[config.mk]
export PLATFORM = sky130hd
export DESIGN_NAME = rx_frame_controller
export DESIGN_NICKNAME = d
export VERILOG_FILES = /design/src/rtl/rx_frame_controller.sv
export SDC_FILE = /design/constraint.sdc
export NUM_CORES = 1
export LEC_CHECK = 0
export CAP_MARGIN = 20
export CORE_MARGIN = 3
export CORE_UTILIZATION = 50
export DETAILED_ROUTE_END_ITERATION = 10
export GPL_TIMING_DRIVEN = 0
export MAX_ROUTING_LAYER = met4
export PLACE_DENSITY = 0.67
export SKIP_CTS_REPAIR_TIMING = 1
export SYNTH_ARGS = -nofsm -noshare
export SYNTH_HDL_FRONTEND = slang
export SYNTH_SLANG_ARGS = --single-unit
[constraint.sdc]
create_clock -name clk -period 8.4 [get_ports clk]
set_input_delay 2.52 -clock clk [delete_from_list [all_inputs] [get_ports clk]]
set_output_delay 2.52 -clock clk [all_outputs]
set_load 0.02 [all_outputs]
[src/rtl/rx_frame_controller.sv]
// rtl/rx_frame_controller.sv - QPSK frame sequencer: lock tracking, frame admission, dibit packing, byte FIFO
module rx_frame_controller #(
  parameter int FRAME_SYMS  = 63,
  parameter int FIFO_DEPTH  = 32,
  parameter int SOF_TIMEOUT = 8191,
  parameter int LOCK_CNT    = 2
) (
  input  logic        clk,
  input  logic        rst,
  input  logic        en,
  input  logic        sof_pulse,
  input  logic        sym_valid,
  input  logic [1:0]  sym_data,
  output logic        out_valid,
  input  logic        out_ready,
  output logic [7:0]  out_data,
  output logic        out_last,
  output logic        locked,
  output logic [15:0] frame_cnt,
  output logic [15:0] drop_cnt
);

  localparam int BPF = (FRAME_SYMS + 3) / 4;
  localparam int AW  = $clog2(FIFO_DEPTH);
  localparam int CW  = AW + 1;
  localparam int SW  = $clog2(FRAME_SYMS + 1);
  localparam int TW  = $clog2(SOF_TIMEOUT + 1);
  localparam logic [CW-1:0] ADMIT_MAX = CW'(FIFO_DEPTH - BPF);
  localparam logic [CW-1:0] FULL_CNT  = CW'(FIFO_DEPTH);
  localparam logic [SW-1:0] LAST_IDX  = SW'(FRAME_SYMS - 1);
  localparam logic [TW-1:0] TIMEOUT   = TW'(SOF_TIMEOUT);
  localparam logic [7:0]    LOCK_THR  = 8'(LOCK_CNT - 1);

  typedef enum logic [1:0] {SEARCH, RECV, SKIP, GAP} state_t;

  state_t        state;
  logic [SW-1:0] sym_idx;
  logic [7:0]    pack;
  logic [TW-1:0] timer;
  logic [7:0]    good_cnt;

  logic [8:0]    mem [FIFO_DEPTH];
  logic [AW-1:0] wr_ptr;
  logic [AW-1:0] rd_ptr;
  logic [CW-1:0] count;

  logic          sof_ok, room, admit_recv, admit_skip;
  logic          recv_sym, byte_end, frame_end, push, pop;
  logic [SW-1:0] idx_eff;
  logic [7:0]    cur_byte;

  // Symbol index restarts at 0 on the admission cycle so a coincident symbol is symbol 0.
  always_comb begin
    sof_ok     = sof_pulse & en & ((state == SEARCH) | (state == GAP));
    room       = (count <= ADMIT_MAX);
    admit_recv = sof_ok & room;
    admit_skip = sof_ok & ~room;
    idx_eff    = ((state == RECV) | (state == SKIP)) ? sym_idx : '0;
    recv_sym   = sym_valid & ((state == RECV) | admit_recv);
    frame_end  = (idx_eff == LAST_IDX);
    byte_end   = (idx_eff[1:0] == 2'd3) | frame_end;
    cur_byte   = (idx_eff[1:0] == 2'd0) ? 8'h00 : pack;
    case (idx_eff[1:0])
      2'd0:    cur_byte[7:6] = sym_data;
      2'd1:    cur_byte[5:4] = sym_data;
      2'd2:    cur_byte[3:2] = sym_data;
      default: cur_byte[1:0] = sym_data;
    endcase
    push = recv_sym & byte_end;
    pop  = out_valid & out_ready;
  end

  always_ff @(posedge clk) begin
    if (!rst) begin
      state     <= SEARCH;
      sym_idx   <= '0;
      pack      <= '0;
      timer     <= '0;
      good_cnt  <= '0;
      locked    <= 1'b0;
      frame_cnt <= '0;
      drop_cnt  <= '0;
    end else begin
      if (recv_sym) pack <= cur_byte;
      case (state)
        SEARCH, GAP: begin
          if (sof_ok) begin
            state   <= room ? RECV : SKIP;
            sym_idx <= sym_valid ? SW'(1) : '0;
            if (admit_skip && drop_cnt != 16'hFFFF) drop_cnt <= drop_cnt + 16'd1;
            if (state == GAP) begin
              if (good_cnt >= LOCK_THR) locked <= 1'b1;
              if (good_cnt != 8'hFF) good_cnt <= good_cnt + 8'd1;
            end
          end else if (state == GAP) begin
            if (!en) begin
              state <= SEARCH;
            end else if (timer == TIMEOUT) begin
              state    <= SEARCH;
              locked   <= 1'b0;
              good_cnt <= '0;
            end else begin
              timer <= timer + 1'b1;
            end
          end
        end
        default: begin
          if (sym_valid) begin
            sym_idx <= sym_idx + 1'b1;
            if (frame_end) begin
              state <= GAP;
              timer <= '0;
              if (state == RECV) frame_cnt <= frame_cnt + 16'd1;
            end
          end
        end
      endcase
    end
  end

  // First-word fall-through byte FIFO; the last-byte tag rides in bit 8.
  always_ff @(posedge clk) begin
    if (!rst) begin
      wr_ptr <= '0;
      rd_ptr <= '0;
      count  <= '0;
    end else begin
      if (push) begin
        mem[wr_ptr] <= {frame_end, cur_byte};
        wr_ptr      <= wr_ptr + 1'b1;
      end
      if (pop) rd_ptr <= rd_ptr + 1'b1;
      count <= count + CW'(push) - CW'(pop);
    end
  end

  assign out_valid = (count != '0);
  assign out_data  = out_valid ? mem[rd_ptr][7:0] : 8'h00;
  assign out_last  = out_valid ? mem[rd_ptr][8] : 1'b0;

  always_ff @(posedge clk) begin
    if (rst) assert (!(push && !pop && count == FULL_CNT));
  end

endmodule

==> qor.csv, run 1 <==
stage,metric,value,unit
cts,clk_latency,0.53,ns
worst_setup_path,startpoint,count[2],
layout,fin_cells,1579,
worst_setup_path,reg2reg_slack,4.91,ns
floorplan,rows,64,
placed_design,portBuffers,49,
sta,fin_worst_hold_slack,0.446,ns
yosys,ys_types,72,
route,drc,0,
worst_setup_path,cp_max_fo,10,
layout,fin_util,58.8,%
floorplan,start_util,51.2,%
run_status,outcome,finished clean,
global_routing,antenna_found_initial,0,
pwr,leakagePower,5.72,nW
route,via_per_inst,5.95,
hold_path,holdPathEnd,locked,
sta,fin_crit,6.41,ns
worst_setup_path,cp.arrival,3.89,ns
hold_path,hold_path_class,reg2reg,
route,ant_nets,0,
sta,hold_viol_final,0,
global_routing,grt_remaining_overflow,0,
yosys,synth_edf_count,288,
pwr,clkPwrFrac,37.6,%
sta,rsz0062_at_grt,no,
sta,setup_viol,0,
yosys,synthesis.area,15800,µm²
pwr,power.internal,3.26,mW
pwr,p_comb_share,15.5,%
sta,skew,0.0198,ns
worst_setup_path,worstSetupPathType,reg2out,
route,wl_per_cell,22.1,µm
pwr,p_switching,1.10,mW
layout,layout.nets,1188,
layout,layout-drive-gt1-share,14.7,%
worst_setup_path,r2r_end,mem[4][7],
hold_path,worstHoldStart,locked,
worst_setup_path,worstSetupEndpointType,output pin,
yosys,yosysTopAreaCell,edfxtp_1,
cts,clkSinkCount,379,
worst_setup_path,critPathRequiredTime,5.88,ns
layout,fillers,2352,
floorplan,pin_count,51,
yosys,ys_top_cells_by_area,"edfxtp_1 55%, dfxtp_1 12%, mux4_2 10%",
global_routing,grt_max_degree,34,
job,maxCapViolations,0,
yosys,syn-instance-count,1059,
yosys,synth_common_cells,"288 x edfxtp_1, 110 x nor2_1, 91 x dfxtp_1",
sta,drv_slew,0,
sta,setup_tns,0,ns
yosys,seq_area_frac_synth,66.2,%
route,vias,9401,
global_routing,grt_pass1_wl,54800,µm
pwr,pwr_density_cell,240,nW/µm²
sta,max_slew_margin,29.2,%
sta,tightest_slew,1.06,ns
yosys,syn_area_per_cell,14.9,µm²
floorplan,die_x,184,µm
yosys,synth.most_common_cell,edfxtp_1,
cts,cts-root-buf,clkbuf_16,
placed_design,dpl.cell_count,1510,
route,first_pass_iters,7,
worst_setup_path,startpoint_type,flop,
cts,clk_pin_slew,0.06,ns
placed_design,hpwlAfterDp,23200,µm
global_routing,grt_pass1_vias,9433,
yosys,synth_fp_nets,1092,
route,drt_iter0_drc,799,
worst_setup_path,r2r-start,state[0],
sta,fmax,156,MHz
yosys,synthArstFlopShare,0,%
worst_setup_path,reg2reg_depth,7,
pwr,seqPwrFrac,47.0,%
yosys,ys.flop_type,edfxtp_1,
cts,cts_max_path_buffers,3,
placed_design,gp_congestion,0.932,
floorplan,die_h,184,µm
layout,synthToLayoutAreaGrowth,14.9,%
pwr,switching_share,25.2,%
hold_path,hold_depth,2,
cts,cts_buffers,39,
layout,diodes,0,
route,wl,34800,µm
floorplan,fp.dieArea,33800,µm²
yosys,ys_ff_latch,379,
floorplan,core_area,30900,µm²
cts,ctsHtreeMaxLevel,2,
sta,min_period_over_period,76.4,%
yosys,yosysWarningCount,0,
yosys,synth_top_area_share,54.6,%
global_routing,track_usage,21.7,%
pwr,ir_drop,0.143,mV
cts,tritoncts,yes,
==> worst max-delay path by stage <==
stage / depth (start not counted) / end / slack, ns
2_1_floorplan: 8 / out_data[0] / 3.74
3_3_place_gp: 3 / mem[18][1] / 2.48
3_5_place_dp: 7 / out_data[2] / 2.57
4_1_cts: 7 / out_data[2] / 2.00
5_1_grt: 10 / out_data[6] / 1.81
6_report: 10 / out_data[6] / 1.99
==> cell type report <==
class                           count  area [µm²]  area share (%)
Clock inverter                     15         119           0.654
Sequential cell                   379       10500            57.6
Tap cell                          396         495            2.73
Timing Repair Buffer               55         618            3.40
Inverter                           31         116           0.640
Buffer                             50         209            1.15
Clock buffer                       54        1090            6.02
Multi-Input combinational cell    599        5060            27.8
==> power by group through the flow <==
stage | combinational, mW | sequential, mW | clock [mW]
finish | 0.673 | 2.05 | 1.64
global route | 0.732 | 2.05 | 1.74
CTS | 0.680 | 2.05 | 1.66
detailed placement | 0.678 | 2.09 | 0
global placement | 0.665 | 2.08 | 0
floorplan | 0.468 | 2.08 | 0
==> critical path, stage by stage, from the launching register on <==
cell,delay (ns)
dfxtp_1,0.34
inv_1,0.06
ha_1,0.20
nand4bb_1,0.09
buf_2,0.25
nor3b_2,0.62
clkbuf_1,0.49
a22oi_1,0.22
o311a_1,0.19
o22ai_1,0.23
clkdlybuf4s50_1,0.67
==> per-stage QoR <==
stage               area (µm²)  total power, mW  setup WS (ns)
finish                   18200             4.36           1.99
global route             18200             4.52           1.81
CTS                      18200             4.39           2.00
detailed placement       17000             2.76           2.57
global placement         16800             2.75           2.48
floorplan                15800             2.55           3.74
==> per-layer routing <==
layer | up-vias | GRT usage [%] | share of wire (%)
met5 | - | - | 0
met4 | 0 | 4.78 | 1.5
met3 | 41 | 2.95 | 5.9
met2 | 308 | 34.4 | 48
met1 | 4746 | 30.5 | 45
li1 | 4306 | - | -
==> logic make-up after synthesis <==
family | count (synthesis) | share of synthesized area (%)
AOI/OAI and AO/OA | 136 | 5.91
adders and majority gates | 25 | 2.02
and+or+nand+nor | 312 | 10.4
buffers and inverters | 81 | 2.06
DFF | 379 | 66.2
xor gates and xnor gates | 34 | 1.88
muxes | 92 | 11.6
==> placed cells by master (no fill, tap or decap), types with 27 or more instances in the layout <==
cell type | netlist | layout
inv_1 | 30 | 30
clkbuf_1 | 31 | 41
nand2_1 | 40 | 40
clkbuf_16 | 0 | 40
clkdlybuf4s50_1 | 0 | 49
edfxtp_1 | 288 | 288
o21ai_0 | 29 | 29
mux4_2 | 72 | 72
nor2_1 | 110 | 106
nand3_1 | 27 | 27
dfxtp_1 | 91 | 91
==> state kept, by name (all words and copies together), names as in the netlist, named ones only <==
| name | cells |
|---|---|
| good_cnt | 8 |
| wr_ptr | 5 |
| locked | 1 |
| state | 2 |
| drop_cnt | 16 |
| mem | 288 |
| pack | 8 |
| frame_cnt | 16 |
| count | 6 |
| timer | 13 |
| sym_idx | 6 |
| rd_ptr | 5 |
No activity file was read; power rests on OpenSTA's default activity.
==> run 2, diff against run 1 <==
--- a/config.mk
+++ b/config.mk
@@ -11,7 +11,7 @@
 export DETAILED_ROUTE_END_ITERATION = 10
 export GPL_TIMING_DRIVEN = 0
 export MAX_ROUTING_LAYER = met4
-export PLACE_DENSITY = 0.67
+export PLACE_DENSITY = 0.7
 export SKIP_CTS_REPAIR_TIMING = 1
 export SYNTH_ARGS = -nofsm -noshare
 export SYNTH_HDL_FRONTEND = slang
==> constraint.sdc (replaced) <==
create_clock -name clk -period 5.8 [get_ports clk]
set_input_delay 1.74 -clock clk [delete_from_list [all_inputs] [get_ports clk]]
set_output_delay 1.74 -clock clk [all_outputs]
set_load 0.02 [all_outputs]
==> qor.csv, run 2 (synthesis results as in run 1) <==
stage,metric,value,unit
floorplan,rows,64,
pwr,pwr_density_cell,347,nW/µm²
sta,skew,0.0249,ns
route,first_pass_iters,5,
run_status,outcome,finished clean,
placed_design,portBuffers,49,
layout,final_common_cell,edfxtp_1,
cts,cts_max_path_buffers,3,
floorplan,die_x,184,µm
sta,max_slew_margin,26.8,%
sta,hold_viol_final,0,
worst_setup_path,cp.arrival,3.81,ns
sta,setup_tns,0,ns
global_routing,grt_pass1_vias,9264,
pwr,ir_drop,0.206,mV
floorplan,pin_count,51,
layout,synthToLayoutAreaGrowth,14.8,%
job,maxCapViolations,0,
layout,layout.nets,1186,
sta,fin_worst_hold_slack,0.448,ns
layout,layout-drive-gt1-share,14.5,%
cts,ctsHtreeMaxLevel,2,
global_routing,grt_remaining_overflow,0,
floorplan,fp.dieArea,33800,µm²
sta,tightest_slew,1.10,ns
route,ant_nets,0,
pwr,leakagePower,5.71,nW
sta,rsz0062_at_grt,no,
cts,clk_latency,0.53,ns
route,wl_per_cell,21.6,µm
layout,largest_reg_flops,288,
route,wl,34100,µm
cts,cts_buffers,38,
route,vias,9320,
worst_setup_path,critPathRequiredTime,4.06,ns
route,drc,0,
sta,fmax,180,MHz
layout,largest-register,mem,
cts,clkSinkCount,379,
layout,layout_common_cells,"288 x edfxtp_1, 106 x nor2_1, 91 x dfxtp_1, 72 x mux4_2, 49 x clkdlybuf4s50_1",
worst_setup_path,worstSetupEndpointType,output pin,
floorplan,die_h,184,µm
sta,drv_slew,0,
sta,min_period_over_period,95.7,%
cts,cts-root-buf,clkbuf_16,
layout,fillers,2364,
pwr,total_power,6.31,mW
placed_design,hpwlAfterDp,22500,µm
layout,diodes,0,
global_routing,grt_max_degree,34,
sta,fin_crit,5.55,ns
worst_setup_path,worstSetupPathType,reg2out,
cts,clk_pin_slew,0.06,ns
global_routing,track_usage,21.2,%
cts,tritoncts,yes,
global_routing,grt_pass1_wl,53400,µm
worst_setup_path,reg2reg_slack,2.29,ns
sta,setup_viol,0,
layout,top_regs,"mem (288), drop_cnt (16), frame_cnt (16)",
floorplan,core_area,30900,µm²
worst_setup_path,startpoint_type,flop,
route,drt_iter0_drc,861,
hold_path,hold_path_class,reg2reg,
global_routing,antenna_found_initial,0,
worst_setup_path,cp_max_fo,10,
placed_design,gp_congestion,0.844,
floorplan,start_util,51.2,%
route,via_per_inst,5.91,
## run 2: power by group
part | internal [mW] | switching [mW]
combinational | 0.417 | 0.558
sequential | 2.94 | 0.0282
clock | 1.38 | 0.993
## run 2: per-stage QoR
stage | utilization, % | instances | worst slack (ns) | area (µm²)
3_5_place_dp | 54.8 | 1508 | 0.625 | 16900
3_3_place_gp | 54.4 | 1504 | 0.636 | 16800
4_1_cts | 58.7 | 1577 | 0.0717 | 18200
2_1_floorplan | - | 1059 | 1.92 | 15800
6_report | 58.8 | 1578 | 0.252 | 18200
5_1_grt | 58.8 | 1578 | 0.0279 | 18200
## run 2: cell type report
cell class / count / area, µm² / area share [%]
timing repair buffer: 54 / 593 / 3.26
multi-input combinational: 599 / 5070 / 27.9
clock inverter: 14 / 144 / 0.792
sequential: 379 / 10500 / 57.6
buffer: 50 / 209 / 1.15
tap: 396 / 495 / 2.73
clock buffer: 55 / 1070 / 5.87
inverter: 31 / 116 / 0.640
## run 2: worst max-delay path, stage by stage, from the launching register on
cell	delay (ns)
dfxtp_1	0.34
inv_1	0.06
ha_1	0.20
nand4bb_1	0.10
buf_2	0.25
and3b_1	0.25
clkbuf_1	0.36
clkbuf_1	0.47
a22oi_1	0.20
o311a_1	0.18
o22ai_1	0.23
clkdlybuf4s50_1	0.66
## run 2: path summary, 6_finish.rpt
check	startpoint	end	cells after the start
worst min-delay path	locked	locked	2
worst min register to register	locked	locked	2
worst max-delay path	count[2]	out_data[6]	11
worst max register to register	state[0]	mem[21][8]	7
## run 2: metal layers
layer | routed length [µm] | vias to the layer above | global-route usage (%)
met5 | 0 | - | -
met4 | 836 | 0 | 5.84
met3 | 2030 | 59 | 3.24
met2 | 16400 | 321 | 33.6
met1 | 14900 | 4642 | 29.1
li1 | - | 4298 | -
